==> src/rtl/vga_timing_if.sv <==
`default_nettype none
// ============================================================================
// Module      : vga_timing_if
// Description : Raster timing bundle: advance enable in, position/strobes out.
// Revision    : 1.0 - initial release
// ============================================================================
interface vga_timing_if;
    logic        pix_en;
    logic [10:0] hcount;
    logic [10:0] vcount;
    logic        hsync;
    logic        vsync;
    logic        hblnk;
    logic        vblnk;
    logic        frame_start;

    modport master (
        input  pix_en,
        output hcount, vcount, hsync, vsync, hblnk, vblnk, frame_start
    );

    modport slave (
        output pix_en,
        input  hcount, vcount, hsync, vsync, hblnk, vblnk, frame_start
    );
endinterface
`default_nettype wire

==> src/rtl/vga_timing.sv <==
`default_nettype none
// ============================================================================
// Module      : vga_timing
// Description : Free-running raster counter with registered sync/blank strobes
//               and a frame-start pulse, all aligned to the same position.
// Revision    : 1.0 - initial release
// ============================================================================
module vga_timing #(
    parameter int   H_ACTIVE     = 1024,
    parameter int   H_TOTAL      = 1344,
    parameter int   H_SYNC_START = 1048,
    parameter int   H_SYNC_W     = 136,
    parameter int   V_ACTIVE     = 768,
    parameter int   V_TOTAL      = 806,
    parameter int   V_SYNC_START = 771,
    parameter int   V_SYNC_W     = 6,
    parameter logic SYNC_POL     = 1'b0
) (
    input  wire logic     pclk,
    input  wire logic     rst_n,
    vga_timing_if.master  bus
);

    localparam logic [10:0] c_H_LAST     = 11'(H_TOTAL - 1);
    localparam logic [10:0] c_V_LAST     = 11'(V_TOTAL - 1);
    localparam logic [10:0] c_H_ACTIVE   = 11'(H_ACTIVE);
    localparam logic [10:0] c_V_ACTIVE   = 11'(V_ACTIVE);
    localparam logic [10:0] c_HS_START   = 11'(H_SYNC_START);
    localparam logic [10:0] c_HS_END     = 11'(H_SYNC_START + H_SYNC_W);
    localparam logic [10:0] c_VS_START   = 11'(V_SYNC_START);
    localparam logic [10:0] c_VS_END     = 11'(V_SYNC_START + V_SYNC_W);

    logic [10:0] hcount_q, hcount_d;
    logic [10:0] vcount_q, vcount_d;
    logic        hsync_q,  hsync_d;
    logic        vsync_q,  vsync_d;
    logic        hblnk_q,  hblnk_d;
    logic        vblnk_q,  vblnk_d;
    logic        fstart_q, fstart_d;

    // Strobes decode the next position so they land in the same edge as the counters.
    always_comb begin
        hcount_d = (hcount_q == c_H_LAST) ? 11'd0 : hcount_q + 11'd1;
        vcount_d = vcount_q;
        if (hcount_q == c_H_LAST) begin
            vcount_d = (vcount_q == c_V_LAST) ? 11'd0 : vcount_q + 11'd1;
        end
        hblnk_d  = (hcount_d >= c_H_ACTIVE);
        vblnk_d  = (vcount_d >= c_V_ACTIVE);
        hsync_d  = ((hcount_d >= c_HS_START) && (hcount_d < c_HS_END)) ? SYNC_POL : ~SYNC_POL;
        vsync_d  = ((vcount_d >= c_VS_START) && (vcount_d < c_VS_END)) ? SYNC_POL : ~SYNC_POL;
        fstart_d = (hcount_d == 11'd0) && (vcount_d == 11'd0);
    end

    // Reset loads (0,0) directly, so frame_start only fires on a real wrap.
    always_ff @(posedge pclk) begin
        if (!rst_n) begin
            hcount_q <= 11'd0;
            vcount_q <= 11'd0;
            hsync_q  <= ~SYNC_POL;
            vsync_q  <= ~SYNC_POL;
            hblnk_q  <= 1'b0;
            vblnk_q  <= 1'b0;
            fstart_q <= 1'b0;
        end else if (bus.pix_en) begin
            hcount_q <= hcount_d;
            vcount_q <= vcount_d;
            hsync_q  <= hsync_d;
            vsync_q  <= vsync_d;
            hblnk_q  <= hblnk_d;
            vblnk_q  <= vblnk_d;
            fstart_q <= fstart_d;
        end
    end

    assign bus.hcount      = hcount_q;
    assign bus.vcount      = vcount_q;
    assign bus.hsync       = hsync_q;
    assign bus.vsync       = vsync_q;
    assign bus.hblnk       = hblnk_q;
    assign bus.vblnk       = vblnk_q;
    assign bus.frame_start = fstart_q;

endmodule
`default_nettype wire

==> src/flat_wrapper.sv <==
// flat-port wrapper written by rule: the top's interface ports become plain ports
module vga_timing_flat 
#(
    parameter int   H_ACTIVE     = 1024,
    parameter int   H_TOTAL      = 1344,
    parameter int   H_SYNC_START = 1048,
    parameter int   H_SYNC_W     = 136,
    parameter int   V_ACTIVE     = 768,
    parameter int   V_TOTAL      = 806,
    parameter int   V_SYNC_START = 771,
    parameter int   V_SYNC_W     = 6,
    parameter logic SYNC_POL     = 1'b0
)
  (pclk, rst_n, bus_pix_en, bus_hcount, bus_vcount, bus_hsync, bus_vsync, bus_hblnk, bus_vblnk, bus_frame_start);
  vga_timing_if bus_i ();
  input  wire logic pclk;
  input  wire logic rst_n;
  input wire logic [$bits(bus_i.pix_en)-1:0] bus_pix_en;
  output wire logic [$bits(bus_i.hcount)-1:0] bus_hcount;
  output wire logic [$bits(bus_i.vcount)-1:0] bus_vcount;
  output wire logic [$bits(bus_i.hsync)-1:0] bus_hsync;
  output wire logic [$bits(bus_i.vsync)-1:0] bus_vsync;
  output wire logic [$bits(bus_i.hblnk)-1:0] bus_hblnk;
  output wire logic [$bits(bus_i.vblnk)-1:0] bus_vblnk;
  output wire logic [$bits(bus_i.frame_start)-1:0] bus_frame_start;
  assign bus_i.pix_en = bus_pix_en;
  assign bus_hcount = bus_i.hcount;
  assign bus_vcount = bus_i.vcount;
  assign bus_hsync = bus_i.hsync;
  assign bus_vsync = bus_i.vsync;
  assign bus_hblnk = bus_i.hblnk;
  assign bus_vblnk = bus_i.vblnk;
  assign bus_frame_start = bus_i.frame_start;
  vga_timing #(.H_ACTIVE(H_ACTIVE), .H_TOTAL(H_TOTAL), .H_SYNC_START(H_SYNC_START), .H_SYNC_W(H_SYNC_W), .V_ACTIVE(V_ACTIVE), .V_TOTAL(V_TOTAL), .V_SYNC_START(V_SYNC_START), .V_SYNC_W(V_SYNC_W), .SYNC_POL(SYNC_POL)) u_core (.pclk(pclk), .rst_n(rst_n), .bus(bus_i));
endmodule
==> config.mk <==
export PLATFORM = sky130hd
export DESIGN_NAME = vga_timing_flat
export DESIGN_NICKNAME = d
export VERILOG_FILES = /design/src/rtl/vga_timing_if.sv /design/src/rtl/vga_timing.sv /design/src/flat_wrapper.sv
export SDC_FILE = /design/constraint.sdc
export NUM_CORES = 1
export LEC_CHECK = 0
export ABC_AREA = 1
export BUFFER_PORTS_ARGS = -buffer_cell sky130_fd_sc_hd__clkbuf_2
export CAP_MARGIN = 10
export CORE_UTILIZATION = 59
export CTS_BUF_LIST = sky130_fd_sc_hd__clkbuf_2 sky130_fd_sc_hd__clkbuf_4 sky130_fd_sc_hd__clkbuf_8
export CTS_CLUSTER_SIZE = 16
export DETAILED_ROUTE_END_ITERATION = 6
export HOLD_SLACK_MARGIN = 0.1
export PLACE_DENSITY = 0.82
export SYNTH_ARGS = -nofsm -noshare
export SYNTH_HDL_FRONTEND = slang
export SYNTH_SLANG_ARGS = --single-unit
==> constraint.sdc <==
create_clock -name pclk -period 2.35 [get_ports pclk]
set_clock_uncertainty 0.05 [all_clocks]
set_input_delay 0.1175 -clock pclk [delete_from_list [all_inputs] [get_ports pclk]]
set_output_delay 0.1175 -clock pclk [all_outputs]
set_load 0.1 [all_outputs]
After elaboration in Yosys (flattened, before gate mapping). Cells that the tools add are included.

Bits in registers: 27. Bits in latches: 0. Memory bits (writable): 0. ROM bits: 0. Input bits: 3. Output and inout bits: 27. Word-level logic and storage cells: 27. Memories: 0.

Add/subtract/negate cells: 2. Multiply operators: 0. Div/mod/pow operators: 0. Order comparisons: 6. Equal/unequal tests: 2. Shift operators: 0. Multiplexer cells: 5. Bitwise logic cells: 0. Reductions and logical operators: 5.

Operators with widths (count): $mux W11 (3); $add A11 B1 Y11 const B (2); $ge A11 B10 Y1 const B (2); $ge A11 B11 Y1 const B (2); $logic_not A11 Y1 (2); $eq A11 B10 Y1 const B (1); $eq A11 B11 Y1 const B (1); $lt A11 B10 Y1 const B (1); $lt A11 B11 Y1 const B (1); $logic_and A1 B1 Y1 (3); $mux W1 (2).

Longest topological paths before layout.
Word-level depth: 6. Gate-level depth with buffers: 14. Depth with buffers taken out: 14.

Worst setup path before layout. No wires, ideal clock.

Path type: register -> register. Start: reg u_core.hcount_q[0], in the netlist u_core.bus.hcount[0]. End: reg u_core.vsync_q, in the netlist u_core.bus.vsync. Setup time: 117 ps. Arrival: 2498 ps. Data required time: 2183 ps. Path slack: -315 ps. Stages on the path, launching flop included: 13. Cells stage by stage: dfxtp_1 > ha_1 > nand3_2 > nor2_4 > nand2_4 > nor2_2 > nand2_1 > nand3_2 > nand3_2 > nor2_1 > nand3_1 > nand2_1 > nand2_1.

Cells in the longest elaborated chain, start to end: 5. Elaborated cells on any way between the ends: 6. Those cells by class: order compare (2); eq/ne (1); mux (2); reduce/logical (1).

RTL lines: start: declaration (RTL line vga_timing.sv:33) `logic [10:0] hcount_q, hcount_d;`; start signal: assignment (RTL line vga_timing.sv:66) `hcount_q <= hcount_d;`; $eq A11 B11 Y1 (*) (RTL line vga_timing.sv:45) `if (hcount_q == c_H_LAST) begin`; $mux W11 (*) (RTL line vga_timing.sv:45); $ge A11 B10 Y1 / $lt A11 B10 Y1 (equally long branches) (RTL line vga_timing.sv:51) `vsync_d = ((vcount_d >= c_VS_START) && (vcount_d < c_VS_END)) ? SYNC_POL : ~SYNC_POL;`; $logic_and A1 B1 Y1 (*) (RTL line vga_timing.sv:51); $mux W1 (*) (RTL line vga_timing.sv:51); end signal: assignment (RTL line vga_timing.sv:61) `vsync_q <= ~SYNC_POL;`; end signal: assignment (RTL line vga_timing.sv:69) `vsync_q <= vsync_d;`; end: declaration (RTL line vga_timing.sv:36) `logic vsync_q, vsync_d;`.

Mark *: on every way between the ends. The rest lies on a longest branch, timed or not. A chain may end at the register's enable or synchronous reset.

Worst setup path in the final report.
Start: reg u_core.hcount_q[0], in the netlist u_core.bus.hcount[0]. End: reg u_core.fstart_q, in the netlist u_core.bus.frame_start.

Cells in the longest elaborated chain, start to end: 4. Elaborated cells on any way between the ends: 7. Those cells by class: add/sub (1); eq/ne (1); mux (2); reduce/logical (3).

RTL lines: $add A11 B1 Y11 / $eq A11 B11 Y1 (equally long branches) (RTL line vga_timing.sv:43, vga_timing.sv:45); $mux W11, on equally long branches (RTL line vga_timing.sv:43, vga_timing.sv:45); $logic_not A11 Y1 (RTL line vga_timing.sv:52) `fstart_d = (hcount_d == 11'd0) && (vcount_d == 11'd0);`; $logic_and A1 B1 Y1 (*) (RTL line vga_timing.sv:52); end signal: assignment (RTL line vga_timing.sv:72) `fstart_q <= fstart_d;`; end: declaration (RTL line vga_timing.sv:39) `logic fstart_q, fstart_d;`.

Marked as above.

==> impl_metrics.csv <==
group,metric,value,unit
run_status,outcome,"finished clean",
die,die_width,60.4,um
setup_path,rr_startpoint,"u_core.bus.hcount[0]",
final_layout,area_growth,10.1,%
setup_path,reg2reg_slack,260,ps
flow_run,timing.max_cap.violations,0,
setup_path,crit_arrival,2270,ps
timing,final.min_clock_period,2090,ps
clocking,clkSinkCount,27,
die,num_rows,20,
timing,final_max_slew_viol_count,0,
min_path,min-delay-start,"bus_pix_en",
power_and_ir_drop,internal_power,621,uW
final_layout,antenna-diode-count,0,
synth,synth.net_count,324,
final_layout,final.fill_count,308,
clocking,postCtsHoldBufs,0,
synth,netlist.top_cell.by_area,"dfxtp_1",
power_and_ir_drop,power.share.clock,18.7,%
timing,min_period_over_period,89.1,%
detailed_routing,wire_per_inst,13.4,um
detailed_routing,first_iter_violations,251,
synth,post_synth_and_or_nand_nor_area_fraction,43.5,%
setup_path,regToRegEndpoint,"u_core.bus.frame_start",
timing,max_fclk,477,MHz
clocking,cts.htree.levels,1,
synth,yosysTopAreaCellShare,26.9,%
setup_path,setup.worst_path.start_class,"flop",
timing,timing.setup.tns,0,ps
die,ioPinCount,30,
synth,synthDistinctLibCells,33,
clocking,cts_tree,"yes",
detailed_routing,drcViolationCount,0,
synth,netlist_instances,317,
global_routing,first_global_vias,1782,
synth,yosys-top-cells-area,"dfxtp_1 (27%), nand2_1 (16%), inv_1 (7.1%), nand3_1 (6.0%), nor2_1 (5.8%)",
power_and_ir_drop,total_leakage_power,1.13,nW
synth,synth-xor-area-share,0.871,%
clocking,post_cts_buffers,0,
clocking,clk_root_buffer_cell,"clkbuf_4",
setup_path,ff2ff_path_depth,10,
synth,synth_top_family_by_area,"simple AND/OR/NAND/NOR gates",
synth,yosysWarnings,0,
detailed_routing,vias_per_cell,5.55,
synth,syn-cell-area,2010,um^2
setup_path,maximum_net_fanout_on_the_critical_path,9,
synth,yosys-mux-area-fraction,0,%
global_routing,grt_max_degree,21,
detailed_routing,drt_pass1_iterations,6,
place,placement.io_buffers,29,
setup_path,critical_path_required,2520,ps
synth,synthesis_stage_register_bit_count,27,
global_routing,global_route_congestion_overflow_total,0,
clocking,cts.reportedPaths.clkPinSlew,160,ps
setup_path,worst_setup_path_end_kind,"flop",
final_layout,net_total_in_the_final_layout,351,
place,routabilityCongestion,0.983,
detailed_routing,route.antenna.remaining_nets,0,
die,start_util,63.8,%
final_layout,final_design_area_no_fill,2220,um^2
min_path,holdCritPathClass,"in -> reg",
power_and_ir_drop,power_density,507,nW/um^2
power_and_ir_drop,share_of_power_burned_in_combinational_logic,33.5,%
synth,yosysSeqAreaShare,26.9,%
clocking,cts_max_path_buffers,2,
power_and_ir_drop,seq_power_share,47.8,%
detailed_routing,route.final.wire_length,5200,um
die,fp.dieArea,3650,um^2
final_layout,layout-drive-gt1-share,21.3,%
synth,synth-compound-area-share,16.2,%
final_layout,sequential_cell_area,551,um^2
clocking,worst_skew_pair.late_latency,330,ps
synth,avgSynthCellArea,6.35,um^2
clocking,cts.repair.resized,0,
timing,rsz0062_at_grt,"no",
die,dieHeight,60.4,um
clocking,cts_inserted_buffers,3,
place,dpl-instance-area,2190,um^2
min_path,end_point_of_the_worst_hold_path,"u_core.bus.vsync",
place,dp_hpwl,3920,um
setup_path,timing_worst_setup_path_type,"reg -> reg",
timing,timing.slew.headroom,63.8,%
global_routing,grt_antenna_before_repair,0,
timing,tightestPinTransition,545,ps
detailed_routing,vias,2146,
power_and_ir_drop,irDropWorstVdd,344,uV
power_and_ir_drop,switching_power,503,uW
synth,synth-adder-area-share,2.49,%
timing,timing.final.hold_violations,0,
die,placeableCoreArea,3150,um^2
timing,final-setup-viol-count,0,
min_path,worstHoldPathCells,3,
global_routing,global_route_wire_length_before_repair,8260,um
global_routing,grt.total_usage,30.0,%
final_layout,area_occupied_by_multi_input_gates,1270,um^2
power_and_ir_drop,power.share.switching,44.7,%
==> power groups by stage <==
stage	Sequential, mW	Combinational (mW)	Clock [mW]
floorplan	0.721	0.134	0
global placement	0.545	0.372	0
detailed placement	0.546	0.372	0
CTS	0.536	0.374	0.210
global route	0.543	0.402	0.226
finish	0.537	0.376	0.210
==> worst max-delay path: stages (launching register included) <==
cell	delay, ps
dfxtp_2	450
ha_1	300
nand3_2	180
nor2_4	190
nand2_4	130
o21ai_0	210
nand3_1	130
nand3b_1	140
nor2_1	60
nand3_1	90
a21oi_2	50
==> cell usage in the layout, fill, tap and decap left out <==
cell type / synthesis / layout
nand2_1: 84 / 84
inv_1: 38 / 38
nor2_1: 31 / 31
clkbuf_2: 0 / 29
nand3_1: 24 / 24
o21ai_0: 23 / 23
a21oi_1: 21 / 21
dfxtp_1: 27 / 19
nand4_1: 9 / 9
nand2_2: 8 / 8
dfxtp_2: 0 / 8
nand3_2: 5 / 5
o211ai_1: 4 / 4
ha_1: 4 / 4
nor2_2: 3 / 3
o21bai_1: 3 / 3
clkbuf_4: 0 / 3
nor2_4: 2 / 2
nand2_4: 2 / 2
inv_2: 2 / 2
nor2_8: 2 / 2
nand3b_1: 2 / 2
xor2_1: 2 / 2
o21ai_1: 2 / 2
a21oi_2: 2 / 2
buf_4: 2 / 2
nor3_4: 1 / 1
nand4_4: 1 / 1
clkinv_1: 1 / 1
nor3_1: 1 / 1
or2_2: 1 / 1
a31oi_1: 1 / 1
a21boi_2: 1 / 1
a211oi_1: 1 / 1
clkinv_2: 0 / 1
==> flip-flops by register name (all words and copies together) (netlist names) <==
register                count
u_core.bus.vblnk            1
u_core.bus.hblnk            1
u_core.bus.vcount          11
u_core.bus.vsync            1
u_core.bus.frame_start      1
u_core.bus.hsync            1
u_core.bus.hcount          11
==> final cells by class <==
cell class | count | share of cell area [%]
tap | 44 | 2.48
timing repair buffer | 31 | 7.23
sequential | 27 | 24.8
clock buffer | 3 | 1.02
inverter | 41 | 6.95
clock inverter | 1 | 0.226
multi-input combinational | 240 | 57.3
==> through the flow <==
step,util (%),setup slack (ps),power [mW],hold slack (ps),std cells
after floorplan,-,24.5,0.856,198,317
after detailed placement,69.4,304,0.918,407,383
after CTS,70.3,285,1.12,128,387
after global routing,70.3,102,1.17,161,387
final,70.3,255,1.12,139,387
after global placement,69.4,350,0.917,407,383
==> synthesized netlist by cell type <==
master,count
nand2_1,84
inv_1,38
nor2_1,31
dfxtp_1,27
nand3_1,24
o21ai_0,23
a21oi_1,21
nand4_1,9
nand2_2,8
clkbuf_1,6
nand3_2,5
ha_1,4
o211ai_1,4
nor2_2,3
o21bai_1,3
a21oi_2,2
buf_4,2
inv_2,2
nand2_4,2
nand3b_1,2
nor2_4,2
nor2_8,2
o21ai_1,2
xor2_1,2
a211oi_1,1
a21boi_2,1
a31oi_1,1
buf_6,1
clkinv_1,1
nand4_4,1
nor3_1,1
nor3_4,1
or2_2,1
==> logic make-up (layout without fill, tap and decap cells) <==
logic type,count (synthesis),in the layout
XOR/XNOR,2,2
flip-flops,27,27
adder cells (fa/ha/maj),4,4
AND/OR/NAND/NOR,176,176
AO/OA/AOI/OAI,58,58
buffers and inverters,50,76
==> metal layers <==
metal	vias up	global-route usage (%)	wire (um)
met1	955	45.8	2500
met5	-	0	0
li1	1089	-	-
met2	92	42.9	2220
met3	10	4.48	412
met4	0	9.63	62
==> worst max path at each step <==
stage / from / end / depth (start not counted)
after floorplan: u_core.bus.hcount[10] / u_core.bus.vsync / 13
after global placement: u_core.bus.hcount[0] / u_core.bus.frame_start / 10
after detailed placement: u_core.bus.hcount[0] / u_core.bus.frame_start / 10
after CTS: u_core.bus.hcount[0] / u_core.bus.frame_start / 10
after global routing: u_core.bus.hcount[0] / u_core.bus.vsync / 14
final: u_core.bus.hcount[0] / u_core.bus.frame_start / 10
Power figures use the tool's default switching activity.
